[src/rtl/seq_alu.sv]
// seq_alu: registered ALU with start/done handshake.
// Single-cycle ops return one cycle after accept. With SEQ_ALU_MULDIV_EN
// defined, MUL/DIV iterate WIDTH cycles through a shift-add /
// restoring-divide datapath. Without it they decode as illegal.
module seq_alu #(
  parameter int WIDTH = 16
) (
  input  logic             clk,
  input  logic             rst_n,
  input  logic             start,
  input  logic [4:0]       ALUop,
  input  logic [WIDTH-1:0] A,
  input  logic [WIDTH-1:0] B,
  input  logic             Ext_cin,
  output logic             busy,
  output logic             done,
  output logic [WIDTH-1:0] y,
  output logic [WIDTH-1:0] r,
  output logic             z,
  output logic             n,
  output logic             c,
  output logic             v
);

  localparam logic [4:0] OP_ADD = 5'b00000, OP_ADC = 5'b00001,
                         OP_SUB = 5'b00010, OP_SBC = 5'b00011,
                         OP_AND = 5'b00100, OP_OR  = 5'b00101,
                         OP_XOR = 5'b00110, OP_NOT = 5'b00111,
                         OP_LSL = 5'b01000, OP_LSR = 5'b01001,
                         OP_ASR = 5'b01010, OP_ROR = 5'b01011,
                         OP_MUL = 5'b01100, OP_DIV = 5'b01101;
  localparam int M = WIDTH - 1;

  typedef enum logic [1:0] {IDLE, ITER, FIN} state_t;

  typedef struct packed {
    logic [WIDTH-1:0] y;
    logic [WIDTH-1:0] r;
    logic             z;
    logic             n;
    logic             c;
    logic             v;
  } res_t;

  state_t           state, state_nx;
  logic             accept;
  logic             sc_iter;
  res_t             sc_res;
  logic             is_sub;
  logic             cin;
  logic [WIDTH-1:0] bo;
  logic [WIDTH:0]   sum;

`ifdef SEQ_ALU_MULDIV_EN
  localparam int CW = $clog2(WIDTH);
  logic [CW-1:0]    cnt;
  logic             last;
  logic             op_div;
  logic [WIDTH-1:0] op_m;     // multiplicand for MUL, divisor for DIV
  logic [WIDTH-1:0] p_hi;     // partial product high / running remainder
  logic [WIDTH-1:0] p_lo;     // multiplier bits / dividend-then-quotient
  logic [WIDTH-1:0] st_hi, st_lo;
  logic [WIDTH:0]   msum;
  logic [WIDTH:0]   dsh;
  logic             dge;
`endif

  // FIN behaves like IDLE for acceptance so back-to-back starts land
  assign accept = start && (state != ITER);

  // Single-cycle result from live operands; flags MUL/DIV that must iterate
  always_comb begin
    is_sub  = (ALUop == OP_SUB) || (ALUop == OP_SBC);
    bo      = is_sub ? ~B : B;
    cin     = (ALUop == OP_ADD) ? 1'b0 : (ALUop == OP_SUB) ? 1'b1 : Ext_cin;
    sum     = {1'b0, A} + {1'b0, bo} + {{WIDTH{1'b0}}, cin};
    sc_res  = '0;
    sc_iter = 1'b0;
    case (ALUop)
      OP_ADD, OP_ADC, OP_SUB, OP_SBC: begin
        // subtract is A + ~B + cin, so carry out is the no-borrow flag and
        // overflow uses the inverted operand for both cases
        sc_res.y = sum[M:0];
        sc_res.c = sum[WIDTH];
        sc_res.v = (A[M] == bo[M]) && (sum[M] != A[M]);
      end
      OP_AND: sc_res.y = A & B;
      OP_OR:  sc_res.y = A | B;
      OP_XOR: sc_res.y = A ^ B;
      OP_NOT: sc_res.y = ~A;
      OP_LSL: begin sc_res.y = {A[M-1:0], 1'b0}; sc_res.c = A[M]; end
      OP_LSR: begin sc_res.y = {1'b0, A[M:1]};   sc_res.c = A[0]; end
      OP_ASR: begin sc_res.y = {A[M], A[M:1]};   sc_res.c = A[0]; end
      OP_ROR: begin sc_res.y = {A[0], A[M:1]};   sc_res.c = A[0]; end
`ifdef SEQ_ALU_MULDIV_EN
      OP_MUL: sc_iter = 1'b1;
      OP_DIV: begin
        if (B == '0) begin
          sc_res.y = '1;
          sc_res.r = A;
          sc_res.v = 1'b1;
        end else begin
          sc_iter = 1'b1;
        end
      end
`endif
      default: ;
    endcase
    sc_res.z = (sc_res.y == '0);
    sc_res.n = sc_res.y[M];
  end

`ifdef SEQ_ALU_MULDIV_EN
  // One MUL shift-add or DIV restoring shift-subtract step
  always_comb begin
    msum = {1'b0, p_hi} + (p_lo[0] ? {1'b0, op_m} : {(WIDTH+1){1'b0}});
    dsh  = {p_hi, p_lo[M]};
    dge  = (dsh >= {1'b0, op_m});
    if (op_div) begin
      st_hi = dge ? (dsh[M:0] - op_m) : dsh[M:0];
      st_lo = {p_lo[M-1:0], dge};
    end else begin
      st_hi = msum[WIDTH:1];
      st_lo = {msum[0], p_lo[M:1]};
    end
  end

  assign last = (cnt == CW'(WIDTH - 1));
`endif

  // State register
  always_ff @(posedge clk or negedge rst_n) begin
    if (!rst_n) state <= IDLE;
    else        state <= state_nx;
  end

  // Next-state decode
  always_comb begin
    state_nx = state;
    case (state)
      IDLE, FIN: begin
        if (accept) state_nx = sc_iter ? ITER : FIN;
        else        state_nx = IDLE;
      end
`ifdef SEQ_ALU_MULDIV_EN
      ITER: if (last) state_nx = FIN;
`endif
      default: state_nx = IDLE;
    endcase
  end

`ifdef SEQ_ALU_MULDIV_EN
  // Result registers, handshake and iteration datapath
  always_ff @(posedge clk or negedge rst_n) begin
    if (!rst_n) begin
      busy   <= 1'b0;
      done   <= 1'b0;
      {y, r, z, n, c, v} <= '0;
      cnt    <= '0;
      op_div <= 1'b0;
      op_m   <= '0;
      p_hi   <= '0;
      p_lo   <= '0;
    end else begin
      done <= 1'b0;
      if (accept) begin
        if (sc_iter) begin
          busy   <= 1'b1;
          cnt    <= '0;
          op_div <= (ALUop == OP_DIV);
          op_m   <= (ALUop == OP_DIV) ? B : A;
          p_hi   <= '0;
          p_lo   <= (ALUop == OP_DIV) ? A : B;
        end else begin
          {y, r, z, n, c, v} <= sc_res;
          done <= 1'b1;
        end
      end else if (state == ITER) begin
        p_hi <= st_hi;
        p_lo <= st_lo;
        cnt  <= cnt + 1'b1;
        if (last) begin
          busy <= 1'b0;
          done <= 1'b1;
          y    <= st_lo;
          r    <= st_hi;
          z    <= (st_lo == '0);
          n    <= st_lo[M];
          c    <= !op_div && (st_hi != '0);
          v    <= 1'b0;
        end
      end
    end
  end
`else
  assign busy = 1'b0;

  // Result registers and done pulse
  always_ff @(posedge clk or negedge rst_n) begin
    if (!rst_n) begin
      done <= 1'b0;
      {y, r, z, n, c, v} <= '0;
    end else begin
      done <= 1'b0;
      if (accept) begin
        {y, r, z, n, c, v} <= sc_res;
        done <= 1'b1;
      end
    end
  end
`endif

endmodule

[config.mk]
export PLATFORM = sky130hd
export DESIGN_NAME = seq_alu
export DESIGN_NICKNAME = d
export VERILOG_FILES = /design/src/rtl/seq_alu.sv
export SDC_FILE = /design/constraint.sdc
export NUM_CORES = 1
export LEC_CHECK = 0
export ABC_AREA = 0
export CELL_PAD_IN_SITES_DETAIL_PLACEMENT = 1
export CELL_PAD_IN_SITES_GLOBAL_PLACEMENT = 1
export CORE_AREA = 2 2 94 96
export CTS_BUF_LIST = sky130_fd_sc_hd__clkbuf_8
export CTS_CLUSTER_DIAMETER = 150
export DETAILED_ROUTE_END_ITERATION = 6
export DIE_AREA = 0 0 96 98
export GPL_TIMING_DRIVEN = 1
export PLACE_DENSITY_LB_ADDON = 0.08
export SLEW_MARGIN = 15
export SYNTH_ARGS = -nofsm -noshare
export SYNTH_HDL_FRONTEND = slang
export SYNTH_SLANG_ARGS = --single-unit
[constraint.sdc]
create_clock -name clk -period 2.3 [get_ports clk]
set_clock_uncertainty 0.15 [all_clocks]
set_input_delay 0.345 -clock clk [delete_from_list [all_inputs] [get_ports clk]]
set_output_delay 0.345 -clock clk [all_outputs]
set_load 0.1 [all_outputs]
==> results.py, run 1 <==
metrics = {
    "layout": {
        "fillers": 1007,
        "fin_cells": 714,
        "final_cell_mix": "buf_4, ha_1, inv_1, clkdlybuf4s50_1, nor2_1",
        "area_growth_syn_to_layout_pct": 60.7,
        "drive_above_1_share_pct": 40.8,
        "layout_commonest_cell": "buf_4",
        "nets": 697,
        "n_antenna_cell": 0,
    },
    "cts": {
        "ctsHoldBuffers": 0,
        "cts_buffer_depth": 2,
        "clock_sinks": 20,
        "cts_tree": "done",
        "clk_latency_ps": 260,
        "h-tree-depth": 1,
        "tritoncts.num_buffers": 3,
        "clockRootBuffer": "clkbuf_8",
        "path_clk_slew_ps": 80,
    },
    "floorplanning": {
        "initial_core_util_pct": 39.5,
        "dieWidth_um": 96,
        "fp.dieArea_um2": 9410,
        "num_rows": 34,
        "core_um2": 8470,
        "io_pins": 79,
        "die_h_um": 98,
    },
    "worst_setup_path": {
        "critPathLaunchType": "input port",
        "reg2reg_depth": 1,
        "critPathMaxFanout": 4,
        "slowest_stage": "or4b_1",
        "required_ps": 2290,
        "crit_family": "simple AND/OR/NAND/NOR gates",
        "r2r_start": "y[14]",
        "ff2ff_setup_slack_ps": 1360,
        "path_class": "input port to register",
        "cpPeakStageDelay_ps": 480,
        "crit_chain": "buf_6 > or3_4 > nor2_4 > xnor2_2 > fa_2 > fa_2 > a211oi_2 > buf_4 > o211ai_1 > a21oi_2 > o21ai_2 > or4b_1 > and3_4 > nand4_1 > o41ai_2",
        "crit_path_frequent_cell": "fa_2",
        "cp.arrival_ps": 3830,
        "worstSetupEndpointType": "register",
        "path_buf_inv": 2,
        "r2r_end": "y[14]",
    },
    "synth": {
        "ys_seq_elements": 20,
        "seq_area_frac_synth_pct": 15.0,
        "avgSynthCellArea_um2": 8.03,
        "syn-cell-area_um2": 3340,
        "synthArstFlopShare_pct": 100,
        "synth_cell_types": 62,
        "syn_inst": 416,
        "ys_warn_count": 0,
        "synth_flop_cell": "dfrtp_1",
        "synth_edf_count": 0,
    },
    "sta": {
        "worst_pin_slew_ps": 1040,
        "hold_viol": 0,
        "worst_slack_ps": -1540,
        "relSlewSlack_pct": 30.4,
        "period_share_pct": 167,
        "period_needed_ps": 3840,
        "rsz0062_at_grt": "yes",
        "fmaxAchievable_ghz": 0.260,
        "drv_slew": 0,
        "final-setup-viol-count": 19,
    },
    "worst_hold_path": {
        "hold_path.class": "input port to async pin",
    },
    "route": {
        "wirelength_um": 15200,
        "post_drt_wl_per_cell_um": 21.3,
        "ant_nets": 0,
        "drc": 0,
        "vias": 4031,
        "drtIter0Drc": 129,
        "drt_pass1_iterations": 4,
        "post_drt_via_cell_ratio": 5.65,
    },
    "power": {
        "p_leak_nw": 2.58,
        "total_power_mw": 2.42,
        "peakVddDrop_mv": 0.406,
        "p_per_area_nw_per_um2": 450,
    },
    "placed_design": {
        "port_buffers": 61,
        "dp_hpwl_um": 10400,
        "gp_congestion": 0.935,
        "dpl.cell_count": 695,
    },
    "grt": {
        "grt_pass1_wl_um": 21600,
        "antenna_found_initial": 0,
        "grt_max_degree": 33,
        "overflow": 0,
        "track_usage_pct": 29.6,
        "grt_pass1_vias": 4347,
    },
    "status": {
        "violations": "setup timing",
        "status": "finished, violations left",
    },
    "flow_run": {
        "maxCapViolations": 0,
    },
}
==> power breakdown <==
group	leakage, nW	internal (mW)	switching (mW)
clock	0.0288	0.153	0.122
combinational	2.31	0.658	1.06
sequential	0.251	0.391	0.0272
==> Yosys cell counts (4+ instances only) <==
cell,instances,share of area (%)
o22ai_1,7,1.3
mux2i_1,13,3.9
nand3_1,4,0.60
ha_1,47,18
a21oi_1,34,5.1
nor3b_1,4,0.90
or2_2,4,0.75
nor2b_1,5,0.94
dfrtp_1,20,15
a22oi_1,7,1.6
a211oi_1,8,1.8
o21ai_0,16,2.4
inv_1,41,4.6
nand2b_1,6,1.1
o211ai_1,10,2.2
nor2_1,33,3.7
nand2_1,23,2.6
buf_4,18,4.0
mux2_2,10,3.4
clkbuf_1,12,1.3
xnor2_1,20,5.2
nor3_1,6,0.90
buf_2,5,0.75
==> area by class of cell <==
type | count | area, µm² | share of cell area [%]
Clock buffer | 4 | 55.1 | 1.03
Inverter | 42 | 158 | 2.94
Multi-Input combinational cell | 334 | 2840 | 52.8
Sequential cell | 20 | 500 | 9.32
Tap cell | 108 | 135 | 2.52
Timing Repair Buffer | 206 | 1690 | 31.4
==> stage by stage <==
stage / TNS (ps) / area [µm²] / worst slack [ps] / utilization (%) / hold WS [ps]
floorplan: -20010 / 3480 / -1660 / - / -101
global placement: -29090 / 4900 / -2090 / 57.9 / 332
detailed placement: -29930 / 4900 / -2160 / 57.9 / 354
CTS: -15450 / 5220 / -1320 / 61.7 / 278
global route: -21280 / 5370 / -1740 / 63.4 / 310
finish: -19810 / 5370 / -1540 / 63.4 / 275
==> layer usage <==
layer	vias up	part of all wire (%)	wire length, µm	global-route usage, %
met3	59	5.0	756	3.55
met5	-	0	0	0
met1	1980	38	5750	33.6
met4	0	5.0	765	14.0
li1	1834	-	-	-
met2	158	52	7960	53.7
==> what timing repair did <==
action | CTS | global route
endpoints found under the setup margin | 19 | 19
gates resized for setup | 64 | 22
pin swaps | 38 | 29
setup buffers | 14 | 8
cloned | 0 | 0
==> worst max-delay path by stage <==
| stage | startpoint | slack [ps] | end | cells past startpoint |
|---|---|---|---|---|
| after floorplan | ALUop[4] | -1660 | z | 15 |
| after global placement | ALUop[4] | -2090 | z | 14 |
| after detailed placement | ALUop[4] | -2160 | z | 14 |
| after CTS | ALUop[2] | -1320 | z | 16 |
| after global routing | ALUop[3] | -1740 | z | 15 |
| final | ALUop[3] | -1540 | z | 15 |
==> flip-flops by register name, summed over array words and instances (netlist names) <==
| register | cells |
|---|---|
| y | 16 |
| c | 1 |
| z | 1 |
| done | 1 |
| v | 1 |
==> cells by family after synthesis <==
kind of cell             after synthesis  share of synthesized area [%]
AND/OR/NAND/NOR                      104                           15.8
adder cells (fa/ha/maj)               49                           18.8
AO/OA/AOI/OAI                        116                           23.5
other                                  1                          0.112
flip-flops                            20                           15.0
XOR/XNOR                              21                           5.51
multiplexers                          27                           10.1
buffers and inverters                 78                           11.2
Note: power is estimated with default switching activity, not from simulation.
==> inputs of run 2 (changes only) <==
--- a/config.mk
+++ b/config.mk
@@ -8,11 +8,11 @@
 export ABC_AREA = 0
 export CELL_PAD_IN_SITES_DETAIL_PLACEMENT = 1
 export CELL_PAD_IN_SITES_GLOBAL_PLACEMENT = 1
-export CORE_AREA = 2 2 94 96
+export CORE_AREA = 2 2 101 103
 export CTS_BUF_LIST = sky130_fd_sc_hd__clkbuf_8
 export CTS_CLUSTER_DIAMETER = 150
 export DETAILED_ROUTE_END_ITERATION = 6
-export DIE_AREA = 0 0 96 98
+export DIE_AREA = 0 0 103 105
 export GPL_TIMING_DRIVEN = 1
 export PLACE_DENSITY_LB_ADDON = 0.08
 export SLEW_MARGIN = 15
==> constraint.sdc (replaced) <==
create_clock -name clk -period 3.35 [get_ports clk]
set_clock_uncertainty 0.15 [all_clocks]
set_input_delay 0.5025 -clock clk [delete_from_list [all_inputs] [get_ports clk]]
set_output_delay 0.5025 -clock clk [all_outputs]
set_load 0.1 [all_outputs]
==> results.py, run 2 (synthesis results as in run 1) <==
metrics = {
    "route": {
        "drtIter0Drc": 109,
        "dr.max_layer_used": "met4",
        "drc": 0,
        "drt_pass1_iterations": 4,
        "wl_met2_um": 7040,
        "wl_met1_um": 5380,
        "post_drt_via_cell_ratio": 5.18,
        "ant_nets": 0,
        "wirelength_um": 13300,
        "vias": 3732,
        "post_drt_wl_per_cell_um": 18.5,
        "met3_length_um": 442,
    },
    "power": {
        "p_sw_uw": 783,
        "clkPwrFrac_pct": 11.8,
        "p_leak_nw": 2.48,
        "swShare_pct": 49.3,
        "peakVddDrop_mv": 0.263,
        "p_seq_share_pct": 18.0,
        "p_per_area_nw_per_um2": 305,
        "total_power_mw": 1.59,
        "p_int_uw": 805,
        "power_frac_comb_pct": 70.2,
    },
    "layout": {
        "fillers": 1182,
        "fin_cells": 720,
        "register_area_um2": 500,
        "drive_above_1_share_pct": 37.3,
        "largest_reg_flops": 16,
        "area_growth_syn_to_layout_pct": 56.0,
        "n_antenna_cell": 0,
        "stdcell_area_um2": 5210,
        "nets": 678,
        "multi_input_area_um2": 2800,
        "final_cell_mix": "buf_4, ha_1, inv_1, clkdlybuf4s50_1, nor2_1",
        "layout_commonest_cell": "buf_4",
        "regMostFlops": "y",
    },
    "worst_setup_path": {
        "required_ps": 3370,
        "critPathMaxFanout": 3,
        "worstSetupEndpointType": "register",
        "cp.arrival_ps": 3980,
        "path_class": "input port to register",
        "critPathLaunchType": "input port",
    },
    "cts": {
        "cts_tree": "done",
        "cts_buffer_depth": 2,
        "path_clk_slew_ps": 80,
        "tritoncts.num_buffers": 3,
        "clockRootBuffer": "clkbuf_8",
        "clock_sinks": 20,
        "clk_latency_ps": 260,
        "h-tree-depth": 1,
    },
    "floorplanning": {
        "num_rows": 36,
        "initial_core_util_pct": 34.7,
        "core_um2": 9640,
        "die_h_um": 105,
        "dieWidth_um": 103,
        "io_pins": 79,
        "fp.dieArea_um2": 10800,
    },
    "grt": {
        "overflow": 0,
        "antenna_found_initial": 0,
        "track_usage_pct": 24.8,
        "grt_pass1_vias": 4127,
        "grt_pass1_wl_um": 20800,
        "grt_max_degree": 33,
    },
    "status": {
        "status": "finished, violations left",
        "violations": "setup timing",
    },
    "sta": {
        "worst_pin_slew_ps": 962,
        "worst_slack_ps": -615,
        "hold_viol": 0,
        "relSlewSlack_pct": 35.7,
        "drv_slew": 0,
        "period_share_pct": 118,
        "period_needed_ps": 3970,
        "final-setup-viol-count": 10,
        "fmaxAchievable_ghz": 0.252,
        "rsz0062_at_grt": "yes",
    },
    "flow_run": {
        "maxCapViolations": 0,
    },
    "placed_design": {
        "pre_cts_slack_ps": -1220,
        "port_buffers": 61,
        "dpl.cell_count": 703,
        "dpl-instance-area_um2": 4810,
        "dp_hpwl_um": 10500,
        "gp_congestion": 0.978,
    },
    "worst_hold_path": {
        "hold_path.class": "register to register",
    },
}
==> run 2: changes by cell type in the layout (fill, tap and decap cells not counted), sizes merged <==
| cell | change |
|---|---|
| clkdlybuf4s50 | +2 |
| clkbuf | -1 |
| buf | -20 |
==> run 2: per-layer routing <==
metal	up-vias	global-route usage (%)
met1	1809	28.7
met2	92	45.3
met4	0	9.40
met3	32	2.94
met5	-	0
li1	1799	-
==> run 2: power groups by stage <==
stage               logic, mW  registers [mW]  clock network [mW]
global placement        0.993           0.289                   0
global route             1.18           0.290               0.205
floorplan               0.454           0.488                   0
CTS                      1.06           0.286               0.193
finish                   1.11           0.286               0.188
detailed placement       1.01           0.290                   0
==> run 2: repair_timing <==
item | in CTS | in global routing
gates resized for setup | 42 | 26
hold buffers | 0 | 0
hold endpoints to repair | 0 | 0
setup endpoints to repair | 16 | 12
pin swaps | 28 | 20
buffers inserted | 10 | 5
==> run 2: layout make-up <==
cell class	instances	share of cell area, %
Multi-Input combinational cell	334	53.7
Sequential cell	20	9.60
Tap cell	133	3.19
Clock buffer	4	1.06
Inverter	42	3.03
Timing Repair Buffer	187	29.5
==> run 2: worst max-delay path: stages <==
cell	delay, ps
buf_6	90
or3_4	400
buf_6	140
nor2_4	120
xnor2_2	100
fa_2	420
fa_2	380
a211oi_4	250
buf_4	150
o211ai_1	120
a21oi_2	240
buf_4	160
o21ai_2	50
a211oi_2	260
buf_4	170
nand4_1	120
o41ai_2	290
==> run 2: worst paths after layout <==
path                               start  endpoint  slack [ps]  cells after the start
worst max-delay path            ALUop[2]         z        -620                     17
worst min-delay path                y[9]      y[9]         370                      1
worst max register to register     y[13]     y[13]        2430                      1
worst min register to register      y[9]      y[9]         370                      1
max in group asynchronous          rst_n      y[6]        1850                      1
min in group asynchronous          rst_n     y[11]         620                      1
==> run 2: per-stage QoR <==
step	hold slack (ps)	util, %	TNS [ps]
floorplan	56.9	-	-4770
global placement	339	49.9	-12290
detailed placement	351	49.9	-13600
CTS	369	52.5	-2910
global route	405	54.1	-5240
finish	367	54.1	-3920
==> inputs of run 3 (changes only) <==
--- a/config.mk
+++ b/config.mk
@@ -14,7 +14,7 @@
 export DETAILED_ROUTE_END_ITERATION = 6
 export DIE_AREA = 0 0 103 105
 export GPL_TIMING_DRIVEN = 1
-export PLACE_DENSITY_LB_ADDON = 0.08
+export PLACE_DENSITY_LB_ADDON = 0.1
 export SLEW_MARGIN = 15
 export SYNTH_ARGS = -nofsm -noshare
 export SYNTH_HDL_FRONTEND = slang
==> results.py, run 3 (synthesis results as in run 1) <==
metrics = {
    "route": {
        "ant_nets": 0,
        "drtIter0Drc": 59,
        "drc": 0,
        "post_drt_wl_per_cell_um": 18.3,
        "drt_pass1_iterations": 6,
        "wirelength_um": 13400,
        "post_drt_via_cell_ratio": 5.14,
        "vias": 3761,
    },
    "power": {
        "p_sw_uw": 780,
        "clkPwrFrac_pct": 11.6,
        "peakVddDrop_mv": 0.240,
        "p_leak_nw": 2.53,
        "p_int_uw": 813,
        "swShare_pct": 49.0,
        "p_per_area_nw_per_um2": 301,
        "power_frac_comb_pct": 70.6,
        "p_seq_share_pct": 17.9,
    },
    "floorplanning": {
        "initial_core_util_pct": 34.7,
        "fp.dieArea_um2": 10800,
        "dieWidth_um": 103,
        "core_um2": 9640,
        "die_h_um": 105,
        "io_pins": 79,
        "num_rows": 36,
    },
    "layout": {
        "n_antenna_cell": 0,
        "final_cell_mix": "buf_4, ha_1, inv_1, clkdlybuf4s50_1, nor2_1",
        "layout_commonest_cell": "buf_4",
        "nets": 690,
        "utilization_pct": 54.8,
        "regMostFlops": "y",
        "area_growth_syn_to_layout_pct": 58.2,
        "drive_above_1_share_pct": 38.2,
        "largest_reg_flops": 16,
    },
    "grt": {
        "grt_pass1_vias": 4233,
        "overflow": 0,
        "antenna_found_initial": 0,
        "grt_max_degree": 33,
        "grt_pass1_wl_um": 21300,
        "track_usage_pct": 24.9,
    },
    "cts": {
        "h-tree-depth": 1,
        "ctsHoldBuffers": 0,
        "path_clk_slew_ps": 70,
        "clk_latency_ps": 250,
        "clockRootBuffer": "clkbuf_8",
        "tritoncts.num_buffers": 3,
        "cts_buffer_depth": 2,
        "clock_sinks": 20,
        "cts_tree": "done",
    },
    "status": {
        "status": "finished, violations left",
        "violations": "setup timing",
    },
    "placed_design": {
        "port_buffers": 61,
        "dp_hpwl_um": 10300,
        "gp_congestion": 0.956,
    },
    "sta": {
        "period_needed_ps": 3860,
        "final-setup-viol-count": 11,
        "hold_viol": 0,
        "fmaxAchievable_ghz": 0.259,
        "worst_pin_slew_ps": 996,
        "worst_slack_ps": -509,
        "relSlewSlack_pct": 33.4,
        "rsz0062_at_grt": "yes",
        "tns_ps": -3860,
        "period_share_pct": 115,
        "drv_slew": 0,
    },
    "worst_setup_path": {
        "critPathMaxFanout": 4,
        "critPathLaunchType": "input port",
        "worstSetupEndpointType": "register",
        "required_ps": 3360,
        "path_class": "input port to register",
        "cp.arrival_ps": 3870,
    },
    "flow_run": {
        "maxCapViolations": 0,
    },
    "worst_hold_path": {
        "hold_path.class": "register to register",
    },
}
-- run 3: cell type report --
class / count / area, µm²
fill: 1193 / 4350
multi-input combinational: 334 / 2780
timing repair buffer: 199 / 1630
sequential: 20 / 500
tap: 133 / 166
inverter: 42 / 158
clock buffer: 4 / 55.1
-- run 3: critical path, cell delays in order --
cell and delay [ps]:
buf_6 90, or3_4 420, buf_4 150, buf_4 120, o31ai_2 250, fa_2 300, fa_2 260, a211oi_4 80
buf_4 140, o211ai_1 280, buf_4 180, a21oi_2 50, a21oi_2 180, nand3_2 120, nor4_4 330, nand4_1 130
o41ai_2 270
-- run 3: path summary, 6_finish.rpt --
| check | from | slack, ps | cells after the start | endpoint |
|---|---|---|---|---|
| setup / recovery | ALUop[4] | -510 | 17 | z |
| hold / removal | y[4] | 360 | 2 | y[4] |
| setup reg to reg | y[13] | 2430 | 1 | y[13] |
| hold reg to reg | y[4] | 360 | 2 | y[4] |
| max in group asynchronous | rst_n | 1870 | 1 | y[9] |
| min in group asynchronous | rst_n | 610 | 1 | y[11] |
-- run 3: power groups by stage --
stage / clock network (mW) / logic (mW) / registers [mW]
2_1_floorplan: 0 / 0.454 / 0.488
3_3_place_gp: 0 / 0.993 / 0.288
3_5_place_dp: 0 / 1.02 / 0.289
4_1_cts: 0.190 / 1.08 / 0.285
5_1_grt: 0.200 / 1.19 / 0.287
6_report: 0.184 / 1.12 / 0.284
-- run 3: metal layers --
metal / up-vias / wire [µm] / track usage (%)
met2: 73 / 7140 / 46.8
met4: 0 / 329 / 6.86
met5: - / 0 / 0
met1: 1845 / 5550 / 29.0
met3: 22 / 335 / 2.41
li1: 1821 / - / -
-- run 3: metrics by stage --
stage | setup slack (ps) | area (µm²) | hold WS (ps) | instances | total power [mW]
after detailed placement | -1300 | 4890 | 351 | 710 | 1.30
after floorplan | -771 | 3480 | 56.9 | 432 | 0.942
after global placement | -1140 | 4890 | 332 | 710 | 1.28
final | -509 | 5290 | 358 | 732 | 1.59
after global routing | -648 | 5290 | 392 | 732 | 1.68
after CTS | -423 | 5190 | 372 | 727 | 1.56
-- run 3: what timing repair did --
item | in CTS | in global routing
gates resized for setup | 51 | 15
setup endpoints to repair | 17 | 13
buffers inserted | 16 | 8
pin swaps | 35 | 21
==> patch, RTL diff (flow settings as in run 2) <==
The parameter `WIDTH` goes from 16 to 32.
--- a/src/rtl/seq_alu.sv
+++ b/src/rtl/seq_alu.sv
@@ -5,3 +5,3 @@
 module seq_alu #(
-  parameter int WIDTH = 16
+  parameter int WIDTH = 32
 ) (
Interface: changed (resized A, B, r and y); port bits go from 79 to 143. No check against the original RTL was run, so the function may have changed too.
==> patch against run 2 <==
The run now fails in global placement without I/O (3_1_place_gp_skip_io); synthesized area is 93% higher.
==> patch: results (changes against run 2) <==
Yosys
  • Largest cells by area after synthesis: ha_1, dfrtp_1, a21oi_1, xnor2_1, buf_4
  • FF+latch count, synth: 36 (+80%)
  • Commonest cells post-synth: ha_1, a21oi_1, inv_1, nor2_1, nand2_1
  • Sequential area share after synthesis: 0.139 (-0.0103)
  • Average size of a mapped cell: 7.55 um^2 (-6.0%)
  • Ys flop type: dfrtp_1
  • Library cells used by synthesis: 70 (+13%)
  • Ys Warns: 0 (unchanged)
  • Async set or reset register ratio after synthesis: 1.00 (unchanged)

Outcome
  • Run Error: [ERROR FLW-0024] Place density exceeds 1.0 (current PLACE_DENSITY_LB_ADDON =  0.08). Please check if the value of  PLACE_DENSITY_LB_ADDON is between 0 and 0.99.
  • Fail Step: global placement without I/O (3_1_place_gp_skip_io)
  • Status: did not finish
==> patch: logic make-up after synthesis <==
group                    Yosys count  share of synthesized area
AO/OA/AOI/OAI                    264                      0.267
other                              1                   0.000581
AND/OR/NAND/NOR                  205                      0.146
adder cells (fa/ha/maj)           97                      0.190
flip-flops                        36                      0.139
multiplexers                      34                     0.0604
buffers and inverters            164                      0.121
XOR/XNOR                          55                     0.0746
